===== config.mk =====
export PLATFORM = sky130hd
export DESIGN_NAME = axi_req_dispatcher_flat
export DESIGN_NICKNAME = d
export VERILOG_FILES = /design/src/rtl/axi_req_dispatcher_pkg.sv /design/src/rtl/axi_req_dispatcher_if.sv /design/src/rtl/axi_req_dispatcher_rd_ctx_fifo.sv /design/src/rtl/axi_req_dispatcher.sv /design/src/flat_wrapper.sv
export SDC_FILE = /design/constraint.sdc
export NUM_CORES = 1
export LEC_CHECK = 0
export ABC_AREA = 1
export CORE_UTILIZATION = 50
export CTS_BUF_LIST = sky130_fd_sc_hd__clkbuf_4
export DETAILED_ROUTE_END_ITERATION = 10
export PLACE_DENSITY = 0.82
export SYNTH_ARGS = -nofsm -noshare
export SYNTH_HDL_FRONTEND = slang
export SYNTH_HIERARCHICAL = 1
export SYNTH_SLANG_ARGS = --single-unit

===== constraint.sdc =====
create_clock -name m_axi_aclk -period 7.35 [get_ports m_axi_aclk]
set_clock_uncertainty 0.15 [all_clocks]
set_input_delay 1.47 -clock m_axi_aclk [delete_from_list [all_inputs] [get_ports m_axi_aclk]]
set_output_delay 1.47 -clock m_axi_aclk [all_outputs]
set_load 0.02 [all_outputs]

===== src/rtl/axi_req_dispatcher_pkg.sv =====
// Shared types for the request dispatcher: FSM encoding, the registered request
// record and the packed read-completion context held in the in-order FIFO.
package axi_req_dispatcher_pkg;

   typedef enum logic [2:0] {
      ST_IDLE     = 3'b001,
      ST_RD_ISSUE = 3'b010,
      ST_WR_ISSUE = 3'b100
   } disp_state_e;

   typedef struct packed {
      logic [2:0]  bar_hit;
      logic [31:0] pcie_address;
      logic [3:0]  byte_enable;
      logic        write_readn;
      logic        phys_func;
      logic [31:0] write_data;
      logic [7:0]  tag;
      logic [15:0] id;
   } req_fields_t;

   // Field order fixes the 36-bit layout: tag in the MSBs, function in bit 0.
   typedef struct packed {
      logic [7:0]  tag;
      logic [15:0] id;
      logic [6:0]  lower_addr;
      logic [3:0]  byte_enable;
      logic        phys_func;
   } rd_ctx_t;

   localparam int CTX_W      = $bits(rd_ctx_t);
   localparam int DW_SEL_BIT = 2;

   function automatic logic [31:0] dword_select(input logic [63:0] qword, input logic upper);
      if (upper) begin
         dword_select = qword[63:32];
      end else begin
         dword_select = qword[31:0];
      end
   endfunction

endpackage


===== src/rtl/axi_req_dispatcher_if.sv =====
// Bundle between the request decoder, the AXI-Lite read/write controllers and the
// completion generator; master is the dispatcher side, slave the surrounding logic.
interface axi_req_dispatcher_if #(
   parameter int CPLD_DATA_WIDTH = 64,
   parameter int CNT_W           = 3
);
   logic                       req_valid;
   logic                       req_ready;
   logic [2:0]                 req_bar_hit;
   logic [31:0]                req_pcie_address;
   logic [3:0]                 req_byte_enable;
   logic                       req_write_readn;
   logic                       req_phys_func;
   logic [31:0]                req_write_data;
   logic [7:0]                 req_tag;
   logic [15:0]                req_id;

   logic [2:0]                 mem_req_bar_hit;
   logic [31:0]                mem_req_pcie_address;
   logic [3:0]                 mem_req_byte_enable;
   logic                       mem_req_write_readn;
   logic                       mem_req_phys_func;
   logic [31:0]                mem_req_write_data;
   logic                       rd_req_valid;
   logic                       rd_req_ready;
   logic                       wr_req_valid;
   logic                       wr_req_ready;

   logic                       rd_cpld_valid;
   logic                       rd_cpld_ready;
   logic [CPLD_DATA_WIDTH-1:0] rd_cpld_data;
   logic                       cpl_valid;
   logic                       cpl_ready;
   logic [31:0]                cpl_data;
   logic [7:0]                 cpl_tag;
   logic [15:0]                cpl_id;
   logic [6:0]                 cpl_lower_addr;
   logic [3:0]                 cpl_byte_enable;
   logic                       cpl_phys_func;
   logic [CNT_W-1:0]           outstanding_count;
   logic                       err_orphan_cpl;

   modport master (
      input  req_valid, req_bar_hit, req_pcie_address, req_byte_enable,
             req_write_readn, req_phys_func, req_write_data, req_tag, req_id,
             rd_req_ready, wr_req_ready, rd_cpld_valid, rd_cpld_data, cpl_ready,
      output req_ready, mem_req_bar_hit, mem_req_pcie_address, mem_req_byte_enable,
             mem_req_write_readn, mem_req_phys_func, mem_req_write_data,
             rd_req_valid, wr_req_valid, rd_cpld_ready, cpl_valid, cpl_data,
             cpl_tag, cpl_id, cpl_lower_addr, cpl_byte_enable, cpl_phys_func,
             outstanding_count, err_orphan_cpl
   );

   modport slave (
      output req_valid, req_bar_hit, req_pcie_address, req_byte_enable,
             req_write_readn, req_phys_func, req_write_data, req_tag, req_id,
             rd_req_ready, wr_req_ready, rd_cpld_valid, rd_cpld_data, cpl_ready,
      input  req_ready, mem_req_bar_hit, mem_req_pcie_address, mem_req_byte_enable,
             mem_req_write_readn, mem_req_phys_func, mem_req_write_data,
             rd_req_valid, wr_req_valid, rd_cpld_ready, cpl_valid, cpl_data,
             cpl_tag, cpl_id, cpl_lower_addr, cpl_byte_enable, cpl_phys_func,
             outstanding_count, err_orphan_cpl
   );
endinterface


===== src/rtl/axi_req_dispatcher_rd_ctx_fifo.sv =====
// In-order context FIFO for outstanding reads; depth need not be a power of two,
// so pointers wrap explicitly at DEPTH-1.
module rd_ctx_fifo #(
   parameter int  WIDTH = 36,
   parameter int  DEPTH = 5,
   localparam int PTR_W = (DEPTH > 1) ? $clog2(DEPTH) : 1,
   localparam int CNT_W = $clog2(DEPTH + 1)
) (
   input  logic             clk_i,
   input  logic             rst_i,
   input  logic             push_i,
   input  logic [WIDTH-1:0] din_i,
   input  logic             pop_i,
   output logic [WIDTH-1:0] dout_o,
   output logic             full_o,
   output logic             empty_o,
   output logic [CNT_W-1:0] count_o
);
   logic [WIDTH-1:0] mem_q [DEPTH];
   logic [PTR_W-1:0] wr_ptr_q, wr_ptr_d;
   logic [PTR_W-1:0] rd_ptr_q, rd_ptr_d;
   logic [CNT_W-1:0] count_q, count_d;
   logic             push_ok_s, pop_ok_s;

   function automatic logic [PTR_W-1:0] ptr_next(input logic [PTR_W-1:0] ptr);
      if (ptr == PTR_W'(DEPTH - 1)) begin
         ptr_next = '0;
      end else begin
         ptr_next = ptr + PTR_W'(1);
      end
   endfunction

   assign full_o  = (count_q == CNT_W'(DEPTH));
   assign empty_o = (count_q == '0);
   assign dout_o  = mem_q[rd_ptr_q];
   assign count_o = count_q;

   // A push into a full FIFO is only honoured when a pop frees the head slot.
   always_comb begin
      pop_ok_s  = pop_i & ~empty_o;
      push_ok_s = push_i & (~full_o | pop_ok_s);
      wr_ptr_d  = push_ok_s ? ptr_next(wr_ptr_q) : wr_ptr_q;
      rd_ptr_d  = pop_ok_s ? ptr_next(rd_ptr_q) : rd_ptr_q;
      case ({push_ok_s, pop_ok_s})
         2'b10:   count_d = count_q + CNT_W'(1);
         2'b01:   count_d = count_q - CNT_W'(1);
         default: count_d = count_q;
      endcase
   end

   always_ff @(posedge clk_i or posedge rst_i) begin
      if (rst_i) begin
         wr_ptr_q <= '0;
         rd_ptr_q <= '0;
         count_q  <= '0;
      end else begin
         wr_ptr_q <= wr_ptr_d;
         rd_ptr_q <= rd_ptr_d;
         count_q  <= count_d;
      end
   end

   always_ff @(posedge clk_i) begin
      if (push_ok_s) begin
         mem_q[wr_ptr_q] <= din_i;
      end
   end

endmodule


===== src/rtl/axi_req_dispatcher.sv =====
// Steers decoded PCIe memory requests to the AXI-Lite read or write controller and
// re-attaches stored read context to each returning data beat.
module axi_req_dispatcher
   import axi_req_dispatcher_pkg::*;
#(
   parameter int OUTSTANDING_READS = 5,
   parameter int CPLD_DATA_WIDTH   = 64
) (
   input  logic                  m_axi_aclk,
   input  logic                  m_axi_areset,
   axi_req_dispatcher_if.master  bus_if
);
   localparam int CNT_W = $clog2(OUTSTANDING_READS + 1);

   disp_state_e      state_q, state_d;
   req_fields_t      req_q, req_d;
   logic             req_ready_s;
   logic             push_s, pop_s;
   logic             fifo_full_s, fifo_empty_s;
   logic [CNT_W-1:0] fifo_count_s;
   rd_ctx_t          push_ctx_s, head_ctx_s;
   logic             err_orphan_q, err_orphan_d;
   logic [31:0]      cpl_dword_s;

   // Request acceptance is combinational and masked during reset so nothing handshakes then.
   always_comb begin
      state_d     = state_q;
      req_d       = req_q;
      req_ready_s = 1'b0;
      case (state_q)
         ST_IDLE: begin
            req_ready_s = bus_if.req_valid & ~m_axi_areset &
                          (bus_if.req_write_readn | ~fifo_full_s);
            if (req_ready_s) begin
               req_d.bar_hit      = bus_if.req_bar_hit;
               req_d.pcie_address = bus_if.req_pcie_address;
               req_d.byte_enable  = bus_if.req_byte_enable;
               req_d.write_readn  = bus_if.req_write_readn;
               req_d.phys_func    = bus_if.req_phys_func;
               req_d.write_data   = bus_if.req_write_data;
               req_d.tag          = bus_if.req_tag;
               req_d.id           = bus_if.req_id;
               state_d = bus_if.req_write_readn ? ST_WR_ISSUE : ST_RD_ISSUE;
            end else begin
               state_d = ST_IDLE;
            end
         end
         ST_RD_ISSUE: begin
            if (bus_if.rd_req_ready) begin
               state_d = ST_IDLE;
            end else begin
               state_d = ST_RD_ISSUE;
            end
         end
         ST_WR_ISSUE: begin
            if (bus_if.wr_req_ready) begin
               state_d = ST_IDLE;
            end else begin
               state_d = ST_WR_ISSUE;
            end
         end
         default: state_d = ST_IDLE;
      endcase
   end

   // Context is pushed only when the read controller takes the request.
   always_comb begin
      push_ctx_s.tag         = req_q.tag;
      push_ctx_s.id          = req_q.id;
      push_ctx_s.lower_addr  = req_q.pcie_address[6:0];
      push_ctx_s.byte_enable = req_q.byte_enable;
      push_ctx_s.phys_func   = req_q.phys_func;
      push_s       = (state_q == ST_RD_ISSUE) & bus_if.rd_req_ready;
      pop_s        = bus_if.rd_cpld_valid & bus_if.cpl_ready & ~fifo_empty_s;
      err_orphan_d = err_orphan_q | (bus_if.rd_cpld_valid & fifo_empty_s);
   end

   always_ff @(posedge m_axi_aclk or posedge m_axi_areset) begin
      if (m_axi_areset) begin
         state_q      <= ST_IDLE;
         req_q        <= '0;
         err_orphan_q <= 1'b0;
      end else begin
         state_q      <= state_d;
         req_q        <= req_d;
         err_orphan_q <= err_orphan_d;
      end
   end

   rd_ctx_fifo #(
      .WIDTH (CTX_W),
      .DEPTH (OUTSTANDING_READS)
   ) u_rd_ctx_fifo (
      .clk_i   (m_axi_aclk),
      .rst_i   (m_axi_areset),
      .push_i  (push_s),
      .din_i   (push_ctx_s),
      .pop_i   (pop_s),
      .dout_o  (head_ctx_s),
      .full_o  (fifo_full_s),
      .empty_o (fifo_empty_s),
      .count_o (fifo_count_s)
   );

   generate
      if (CPLD_DATA_WIDTH >= 64) begin : g_dw_sel
         assign cpl_dword_s = dword_select(bus_if.rd_cpld_data[63:0],
                                           head_ctx_s.lower_addr[DW_SEL_BIT]);
      end else begin : g_dw_fixed
         assign cpl_dword_s = bus_if.rd_cpld_data[31:0];
      end
   endgenerate

   assign bus_if.req_ready            = req_ready_s;
   assign bus_if.mem_req_bar_hit      = req_q.bar_hit;
   assign bus_if.mem_req_pcie_address = req_q.pcie_address;
   assign bus_if.mem_req_byte_enable  = req_q.byte_enable;
   assign bus_if.mem_req_write_readn  = req_q.write_readn;
   assign bus_if.mem_req_phys_func    = req_q.phys_func;
   assign bus_if.mem_req_write_data   = req_q.write_data;
   assign bus_if.rd_req_valid         = (state_q == ST_RD_ISSUE);
   assign bus_if.wr_req_valid         = (state_q == ST_WR_ISSUE);

   assign bus_if.cpl_valid            = bus_if.rd_cpld_valid & ~fifo_empty_s;
   assign bus_if.rd_cpld_ready        = bus_if.cpl_ready & ~fifo_empty_s;
   assign bus_if.cpl_data             = cpl_dword_s;
   assign bus_if.cpl_tag              = head_ctx_s.tag;
   assign bus_if.cpl_id               = head_ctx_s.id;
   assign bus_if.cpl_lower_addr       = head_ctx_s.lower_addr;
   assign bus_if.cpl_byte_enable      = head_ctx_s.byte_enable;
   assign bus_if.cpl_phys_func        = head_ctx_s.phys_func;
   assign bus_if.outstanding_count    = fifo_count_s;
   assign bus_if.err_orphan_cpl       = err_orphan_q;

endmodule


===== src/flat_wrapper.sv =====
// flat-port wrapper written by rule: the top's interface ports become plain ports
module axi_req_dispatcher_flat import axi_req_dispatcher_pkg::*;
#(
   parameter int OUTSTANDING_READS = 5,
   parameter int CPLD_DATA_WIDTH   = 64
)
  (m_axi_aclk, m_axi_areset, bus_if_req_valid, bus_if_req_bar_hit, bus_if_req_pcie_address, bus_if_req_byte_enable, bus_if_req_write_readn, bus_if_req_phys_func, bus_if_req_write_data, bus_if_req_tag, bus_if_req_id, bus_if_rd_req_ready, bus_if_wr_req_ready, bus_if_rd_cpld_valid, bus_if_rd_cpld_data, bus_if_cpl_ready, bus_if_req_ready, bus_if_mem_req_bar_hit, bus_if_mem_req_pcie_address, bus_if_mem_req_byte_enable, bus_if_mem_req_write_readn, bus_if_mem_req_phys_func, bus_if_mem_req_write_data, bus_if_rd_req_valid, bus_if_wr_req_valid, bus_if_rd_cpld_ready, bus_if_cpl_valid, bus_if_cpl_data, bus_if_cpl_tag, bus_if_cpl_id, bus_if_cpl_lower_addr, bus_if_cpl_byte_enable, bus_if_cpl_phys_func, bus_if_outstanding_count, bus_if_err_orphan_cpl);
  axi_req_dispatcher_if #(.CPLD_DATA_WIDTH(CPLD_DATA_WIDTH)) bus_if_i ();
  input  logic m_axi_aclk;
  input  logic m_axi_areset;
  input wire logic [$bits(bus_if_i.req_valid)-1:0] bus_if_req_valid;
  input wire logic [$bits(bus_if_i.req_bar_hit)-1:0] bus_if_req_bar_hit;
  input wire logic [$bits(bus_if_i.req_pcie_address)-1:0] bus_if_req_pcie_address;
  input wire logic [$bits(bus_if_i.req_byte_enable)-1:0] bus_if_req_byte_enable;
  input wire logic [$bits(bus_if_i.req_write_readn)-1:0] bus_if_req_write_readn;
  input wire logic [$bits(bus_if_i.req_phys_func)-1:0] bus_if_req_phys_func;
  input wire logic [$bits(bus_if_i.req_write_data)-1:0] bus_if_req_write_data;
  input wire logic [$bits(bus_if_i.req_tag)-1:0] bus_if_req_tag;
  input wire logic [$bits(bus_if_i.req_id)-1:0] bus_if_req_id;
  input wire logic [$bits(bus_if_i.rd_req_ready)-1:0] bus_if_rd_req_ready;
  input wire logic [$bits(bus_if_i.wr_req_ready)-1:0] bus_if_wr_req_ready;
  input wire logic [$bits(bus_if_i.rd_cpld_valid)-1:0] bus_if_rd_cpld_valid;
  input wire logic [$bits(bus_if_i.rd_cpld_data)-1:0] bus_if_rd_cpld_data;
  input wire logic [$bits(bus_if_i.cpl_ready)-1:0] bus_if_cpl_ready;
  output wire logic [$bits(bus_if_i.req_ready)-1:0] bus_if_req_ready;
  output wire logic [$bits(bus_if_i.mem_req_bar_hit)-1:0] bus_if_mem_req_bar_hit;
  output wire logic [$bits(bus_if_i.mem_req_pcie_address)-1:0] bus_if_mem_req_pcie_address;
  output wire logic [$bits(bus_if_i.mem_req_byte_enable)-1:0] bus_if_mem_req_byte_enable;
  output wire logic [$bits(bus_if_i.mem_req_write_readn)-1:0] bus_if_mem_req_write_readn;
  output wire logic [$bits(bus_if_i.mem_req_phys_func)-1:0] bus_if_mem_req_phys_func;
  output wire logic [$bits(bus_if_i.mem_req_write_data)-1:0] bus_if_mem_req_write_data;
  output wire logic [$bits(bus_if_i.rd_req_valid)-1:0] bus_if_rd_req_valid;
  output wire logic [$bits(bus_if_i.wr_req_valid)-1:0] bus_if_wr_req_valid;
  output wire logic [$bits(bus_if_i.rd_cpld_ready)-1:0] bus_if_rd_cpld_ready;
  output wire logic [$bits(bus_if_i.cpl_valid)-1:0] bus_if_cpl_valid;
  output wire logic [$bits(bus_if_i.cpl_data)-1:0] bus_if_cpl_data;
  output wire logic [$bits(bus_if_i.cpl_tag)-1:0] bus_if_cpl_tag;
  output wire logic [$bits(bus_if_i.cpl_id)-1:0] bus_if_cpl_id;
  output wire logic [$bits(bus_if_i.cpl_lower_addr)-1:0] bus_if_cpl_lower_addr;
  output wire logic [$bits(bus_if_i.cpl_byte_enable)-1:0] bus_if_cpl_byte_enable;
  output wire logic [$bits(bus_if_i.cpl_phys_func)-1:0] bus_if_cpl_phys_func;
  output wire logic [$bits(bus_if_i.outstanding_count)-1:0] bus_if_outstanding_count;
  output wire logic [$bits(bus_if_i.err_orphan_cpl)-1:0] bus_if_err_orphan_cpl;
  assign bus_if_i.req_valid = bus_if_req_valid;
  assign bus_if_i.req_bar_hit = bus_if_req_bar_hit;
  assign bus_if_i.req_pcie_address = bus_if_req_pcie_address;
  assign bus_if_i.req_byte_enable = bus_if_req_byte_enable;
  assign bus_if_i.req_write_readn = bus_if_req_write_readn;
  assign bus_if_i.req_phys_func = bus_if_req_phys_func;
  assign bus_if_i.req_write_data = bus_if_req_write_data;
  assign bus_if_i.req_tag = bus_if_req_tag;
  assign bus_if_i.req_id = bus_if_req_id;
  assign bus_if_i.rd_req_ready = bus_if_rd_req_ready;
  assign bus_if_i.wr_req_ready = bus_if_wr_req_ready;
  assign bus_if_i.rd_cpld_valid = bus_if_rd_cpld_valid;
  assign bus_if_i.rd_cpld_data = bus_if_rd_cpld_data;
  assign bus_if_i.cpl_ready = bus_if_cpl_ready;
  assign bus_if_req_ready = bus_if_i.req_ready;
  assign bus_if_mem_req_bar_hit = bus_if_i.mem_req_bar_hit;
  assign bus_if_mem_req_pcie_address = bus_if_i.mem_req_pcie_address;
  assign bus_if_mem_req_byte_enable = bus_if_i.mem_req_byte_enable;
  assign bus_if_mem_req_write_readn = bus_if_i.mem_req_write_readn;
  assign bus_if_mem_req_phys_func = bus_if_i.mem_req_phys_func;
  assign bus_if_mem_req_write_data = bus_if_i.mem_req_write_data;
  assign bus_if_rd_req_valid = bus_if_i.rd_req_valid;
  assign bus_if_wr_req_valid = bus_if_i.wr_req_valid;
  assign bus_if_rd_cpld_ready = bus_if_i.rd_cpld_ready;
  assign bus_if_cpl_valid = bus_if_i.cpl_valid;
  assign bus_if_cpl_data = bus_if_i.cpl_data;
  assign bus_if_cpl_tag = bus_if_i.cpl_tag;
  assign bus_if_cpl_id = bus_if_i.cpl_id;
  assign bus_if_cpl_lower_addr = bus_if_i.cpl_lower_addr;
  assign bus_if_cpl_byte_enable = bus_if_i.cpl_byte_enable;
  assign bus_if_cpl_phys_func = bus_if_i.cpl_phys_func;
  assign bus_if_outstanding_count = bus_if_i.outstanding_count;
  assign bus_if_err_orphan_cpl = bus_if_i.err_orphan_cpl;
  axi_req_dispatcher #(.OUTSTANDING_READS(OUTSTANDING_READS), .CPLD_DATA_WIDTH(CPLD_DATA_WIDTH)) u_core (.m_axi_aclk(m_axi_aclk), .m_axi_areset(m_axi_areset), .bus_if(bus_if_i));
endmodule

After elaboration in Yosys (flattened, before gate mapping) --
Memory sizes are Yosys's and may differ from the RTL's. Cells that the tools add are included. W data, S select, Z words.
Word-level totals: memories kept 1, logic and storage cells 57, register bits after elaboration 110, output and inout port bits 150, memory bits (writable) 180, input bits 168
Cells by class: eq/ne operators 8, mux-type cells 12, add/sub/neg operators 4, bitwise gates (word level) 16, reduce and logical (&&, ||, !) cells 3
Memories:
- u_core.u_rd_ctx_fifo.mem_q | depth 5, width 36, rd ports 1, clocked after memory_dff 0, write ports 1, RTL line axi_req_dispatcher_rd_ctx_fifo.sv:19 | logic [WIDTH-1:0] mem_q [DEPTH];
Operator list (count):
- $mux W32 | 1
- $mux W3 | 5
- $eq A3 B3 Y1 const B | 4
- $and A1 B1 Y1 | 10
- $add A3 B1 Y3 const B | 3
- $pmux W3 S3 | 1
- $pmux W3 S2 | 1
- $eq A3 B1 Y1 const B | 1
- $eq A3 B2 Y1 const B | 1
- $logic_not A3 Y1 | 1
- $mux W1 | 3
- $not A1 Y1 | 3
- $or A1 B1 Y1 | 3
- $sub A3 B1 Y3 const B | 1
- $eq A2 B1 Y1 const B | 1
- $eq A2 B2 Y1 const B | 1
- $mux W2 | 1
- $reduce_and A2 Y1 | 1
- $reduce_bool A2 Y1 | 1

Longest topological paths before layout --
depth in word-level cells 8, mapped depth 11, gate-level depth less buffers 11

Hierarchy --
The synthesis kept the hierarchy.
Modules (own cells, without submodules):
- rd_ctx_fifo | area an instance 7463.4 um^2, cells each 574, sequential area each 5630.4 um^2, times used 1
- axi_req_dispatcher | area an instance 4389.2 um^2, cells each 496, sequential area each 2528.7 um^2, times used 1

Worst setup path after synthesis --
No wires, ideal clock.
path kind input to register, start point in bus_if_cpl_ready, end point mem u_core.u_rd_ctx_fifo.mem_q[1][0] (enable), library setup time 0.519 ns, arrival 5.489 ns, cell stages on the path 4, path slack 1.191 ns, path buffers 0, required time 6.681 ns, cell sequence inv_1 -> nor3_1 -> o21ai_2 -> nor4_1
Between the ends: word-level cells in the longest chain between the ends 7
RTL lines:
- start, declared | RTL line flat_wrapper.sv:24 | input wire logic [$bits(bus_if_i.cpl_ready)-1:0] bus_if_cpl_ready;
- $and A1 B1 Y1 (2 in a row) | RTL line axi_req_dispatcher.sv:74 | pop_s = bus_if.rd_cpld_valid & bus_if.cpl_ready & ~fifo_empty_s;
- via u_core.pop_s | RTL line axi_req_dispatcher.sv:18 | logic push_s, pop_s;
- $and A1 B1 Y1 | RTL line axi_req_dispatcher_rd_ctx_fifo.sv:40 | pop_ok_s = pop_i & ~empty_o;
- $or A1 B1 Y1 | RTL line axi_req_dispatcher_rd_ctx_fifo.sv:41 | push_ok_s = push_i & (~full_o | pop_ok_s);
- $and A1 B1 Y1 | RTL line axi_req_dispatcher_rd_ctx_fifo.sv:41
- $mux W1 | RTL line axi_req_dispatcher_rd_ctx_fifo.sv:64 | if (push_ok_s) begin
- $mux W1 (not written as such) | RTL line axi_req_dispatcher_rd_ctx_fifo.sv:65 | mem_q[wr_ptr_q] <= din_i;
- end, declared | RTL line axi_req_dispatcher_rd_ctx_fifo.sv:19
The timed path passes the listed nets, and every way through them passes these cells.

Final worst setup path --
start point reg u_core.u_rd_ctx_fifo.rd_ptr_q[1], end point out bus_if_cpl_data[15]
Between the ends: word-level cells in the longest chain between the ends 2
RTL lines:
- start, declared | RTL line axi_req_dispatcher_rd_ctx_fifo.sv:21 | logic [PTR_W-1:0] rd_ptr_q, rd_ptr_d;
- start signal, assigned | RTL line axi_req_dispatcher_rd_ctx_fifo.sv:58 | rd_ptr_q <= rd_ptr_d;
- $mem_v2 Z5 W36
- $mux W32 | RTL line axi_req_dispatcher_pkg.sv:35 | if (upper) begin
- end, declared | RTL line flat_wrapper.sv:36 | output wire logic [$bits(bus_if_i.cpl_data)-1:0] bus_if_cpl_data;
Every way passes these cells.

==> summary.md <==
| Metric | Value |
|---|---|
| Run status | `complete, no violations` |
| Hold Crit Depth | `1` |
| Slew Viols, Final | `0` |
| Final ANT Viol Nets | `0` |
| Clock group share of total power | `0.208` |
| Port Buffers | `~320` |
| CTS Hold Bufs | `0` |
| Combinational cell fraction of total power | `0.410` |
| Period utilization | `0.741` |
| Critical path class | `flop to output pin` |
| Cell type with the largest total area after synthesis | `edfxtp_1` |
| Hold_sp | `u_core/bus_if.err_orphan_cpl` |
| Achievable Freq | `0.184 GHz` |
| MaxCap Viol Count | `0` |
| Predominant post-synthesis flop cell | `edfxtp_1` |
| Cells after DPL | `1648` |
| Area after DPL | `~0.015 mm²` |
| VDD IR max | `0.296 mV` |
| Final critical-path required period | `5.44 ns` |
| Worst-Skew Late Latency | `around 0.66 ns` |
| Finished Cell Area | `about 0.016 mm²` |
| Switch share | `0.375` |
| Main area contributors after synthesis | `edfxtp_1, dfrtp_1, nand2_1` |
| Drc violations | `0` |
| Pwr dens | `402 mW/mm²` |
| Final Worst Setup Slack | `roughly 1.9 ns` |
| Critical Path Source Type | `flop` |
| Top Ports | `318` |
| Final Util | `0.704` |
| Post-synth cell types | `31` |
| Setup TNS | `0 ns` |
| Post-synth EDFFs | `180` |
| Worst path arrival time | `roughly 3.8 ns` |
| Crit path cell chain | `inv_2 -> nor2_2 -> o21ai_1 -> a31oi_4 -> mux2_2 -> clkdlybuf4s50_1` |
| Worst min path class | `flop to flop` |
| RSZ-0062 raised after global routing | `false` |
| Pleak | `6.61 nW` |
| Placer Congestion | `0.755` |
| Worst slack, placed | `2.20 ns` |
| Synthesized area per cell | `about 11 µm²` |
| Layout Nets | `1583` |
| First-pass GRT wire length | `45800 µm` |
| Die height | `156 µm` |
| Fraction of synthesized cell area taken by the top area cell type | `0.456` |
| Hold path endpoint | `u_core/bus_if.err_orphan_cpl` |
| H-tree depth | `3` |
| Final count of negative-setup-slack endpoints | `0` |
| Die Span X | `about 160 µm` |
| Most common cell after layout, fill and taps aside | `clkdlybuf4s50_1` |
| Worst R2R Start | `u_core/u_rd_ctx_fifo/count_o[2]` |
| Total Wirelength | `30000 µm` |
| Post-synthesis cell count | `about 1100` |
| 1st-pass router iterations | `5` |
| Slew margin rel. | `0.176` |
| Share of cells above drive strength 1 | `0.135` |
| Syn nets | `approximately 1200` |
| CP Capture Type | `output pin` |
| Post-CTS Resized | `0` |
| Seq pwr share | `0.381` |
| Non-filler cells, final | `1779` |
| #FFs+latches synth | `290` |
| Dpl hpwl | `19100 µm` |
| Antenna violations before repair | `2` |
| Clock Tree Buf Depth | `3` |
| Reg2reg end | `u_core/u_rd_ctx_fifo/mem_q[3][12]` |
| Initial Util | `0.517` |
| Initial drt markers | `between 500 and 600` |
| Clock Sinks | `290` |
| Delay of the slowest critical-path stage | `0.93 ns` |
| Internal | `0.00405 W` |
| Most frequent cells in the layout | `clkdlybuf4s50_1, nand2_1, edfxtp_1, nor2_1, dfrtp_1` |
| Final hold vios | `0` |
| Largest net degree at the start of global routing | `between 90 and 100` |
| Vias per Instance | `5.00` |
| Worst-path fanout max | `38` |
| TritonCTS clock tree | `built` |
| Routed vias | `8903` |
| Core Area | `around 0.023 mm²` |
| Post-CTS setup buffers | `0` |
| Seq/Total Area, Yosys | `0.688` |
| CP max stage cell | `dfrtp_2` |
| Vias in the first global route | `8877` |
| Area Overhead vs Synth | `36.0%` |
| CTS buffer count | `73` |
| Tot GR Track Use | `0.247` |
| FP Rows | `between 50 and 60` |
| Die Area | `0.0243 mm²` |
| YS warnings | `6` |
| Worst EP required | `5.73 ns` |
| R2R Setup Slk | `3.88 ns` |
| Drt wl/cell | `between 15 and 20 µm` |
| Post-Syn Area | `between 0.01 and 0.015 mm²` |
| Worst-path clk slew | `approximately 0.060 ns` |
| Least-Margin Pin Slew | `1.23 ns` |
| Reg2reg path depth | `7` |
| Gr ovfl total | `0` |
| Ys async rst share | `0.379` |
| Clock root buffer | `clkbuf_4` |
| NetSw | `0.00243 W` |
final cells by class:
class                   count  area [µm²]
flip-flops and latches    290        8160
multi-input cells         683        3220
clock inverters            31         201
diodes                      1        2.50
inverters                  30         115
fillers                  1675        6790
repair buffers            332        3290
well taps                 313         392
clock buffers              99         743
per-layer routing:
| layer | global-route usage | share of wire | routed length, µm | vias up |
|---|---|---|---|---|
| met1 | 0.306 | 0.40 | 12000 | 4233 |
| met5 | 0 | 0.00043 | 13 | - |
| met4 | 0.0798 | 0.015 | 437 | 2 |
| li1 | - | - | - | 4295 |
| met3 | 0.0817 | 0.086 | 2590 | 42 |
| met2 | 0.409 | 0.50 | 15000 | 331 |
state kept, by name, summed over array words and instances (netlist names):
name,count
u_core/bus_if.mem_req_write_readn,1
u_core/u_rd_ctx_fifo/mem_q,180
u_core/bus_if.mem_req_phys_func,1
u_core/bus_if.mem_req_bar_hit,3
u_core/u_rd_ctx_fifo/wr_ptr_q,3
u_core/bus_if.err_orphan_cpl,1
u_core/u_rd_ctx_fifo/count_o,3
u_core/u_rd_ctx_fifo/rd_ptr_q,3
u_core/bus_if.mem_req_pcie_address,32
u_core/bus_if.mem_req_write_data,32
u_core/push_ctx_s,24
u_core/bus_if.mem_req_byte_enable,4
u_core/state_q,3
Yosys cell counts, types with 7 or more instances:
master      n
nand2_1   312
edfxtp_1  180
nor2_1    166
dfrtp_1   109
o21ai_1    76
a31oi_1    36
buf_2      32
mux2_2     30
inv_1      20
nor2_2     20
buf_4      17
nand3_1    12
clkbuf_1   11
inv_2      10
buf_6       7
per-stage QoR:
step | hold WS (ns) | total power (W)
final | 0.317 | 0.00648
after global routing | 0.344 | 0.00684
after CTS | 0.321 | 0.00653
after detailed placement | 0.304 | 0.00516
after global placement | 0.295 | 0.00509
after floorplan | 0.342 | 0.00400
cell families after synthesis:
kind of cell / count (synthesis) / synth area share
compound gates: 119 / 0.0546
xor+xnor: 1 / 0.000739
fa+ha+maj: 5 / 0.00591
buf+inv: 97 / 0.0439
flops: 290 / 0.688
mux: 32 / 0.0304
simple gates: 526 / 0.176
power groups by stage:
stage	clock (W)	sequential (W)	combinational, W
5_1_grt	0.00146	0.00252	0.00285
6_report	0.00135	0.00247	0.00266
3_3_place_gp	0	0.00248	0.00261
3_5_place_dp	0	0.00250	0.00267
2_1_floorplan	0	0.00260	0.00140
4_1_cts	0.00138	0.00247	0.00268
how the worst max path moves through the flow:
stage	from	depth (start not counted)	slack, ns	endpoint
final	u_core/u_rd_ctx_fifo/rd_ptr_q[1]	6	1.91	bus_if_cpl_data[15]
after global routing	u_core/u_rd_ctx_fifo/rd_ptr_q[1]	6	1.75	bus_if_cpl_data[15]
after CTS	u_core/u_rd_ctx_fifo/rd_ptr_q[1]	6	1.89	bus_if_cpl_data[15]
after detailed placement	m_axi_areset	5	2.20	bus_if_req_ready
after global placement	m_axi_areset	5	2.21	bus_if_req_ready
after floorplan	bus_if_cpl_ready	4	1.19	u_core/u_rd_ctx_fifo/mem_q[1][0]
critical path, delay by kind of cell, from the launching register on:
family | cells | cell delay [ns]
flops | 1 | 0.93
buf+inv | 2 | 0.63
simple gates | 1 | 0.13
mux | 1 | 0.44
compound gates | 2 | 1.03
Note: power is estimated with default switching activity, not from simulation.
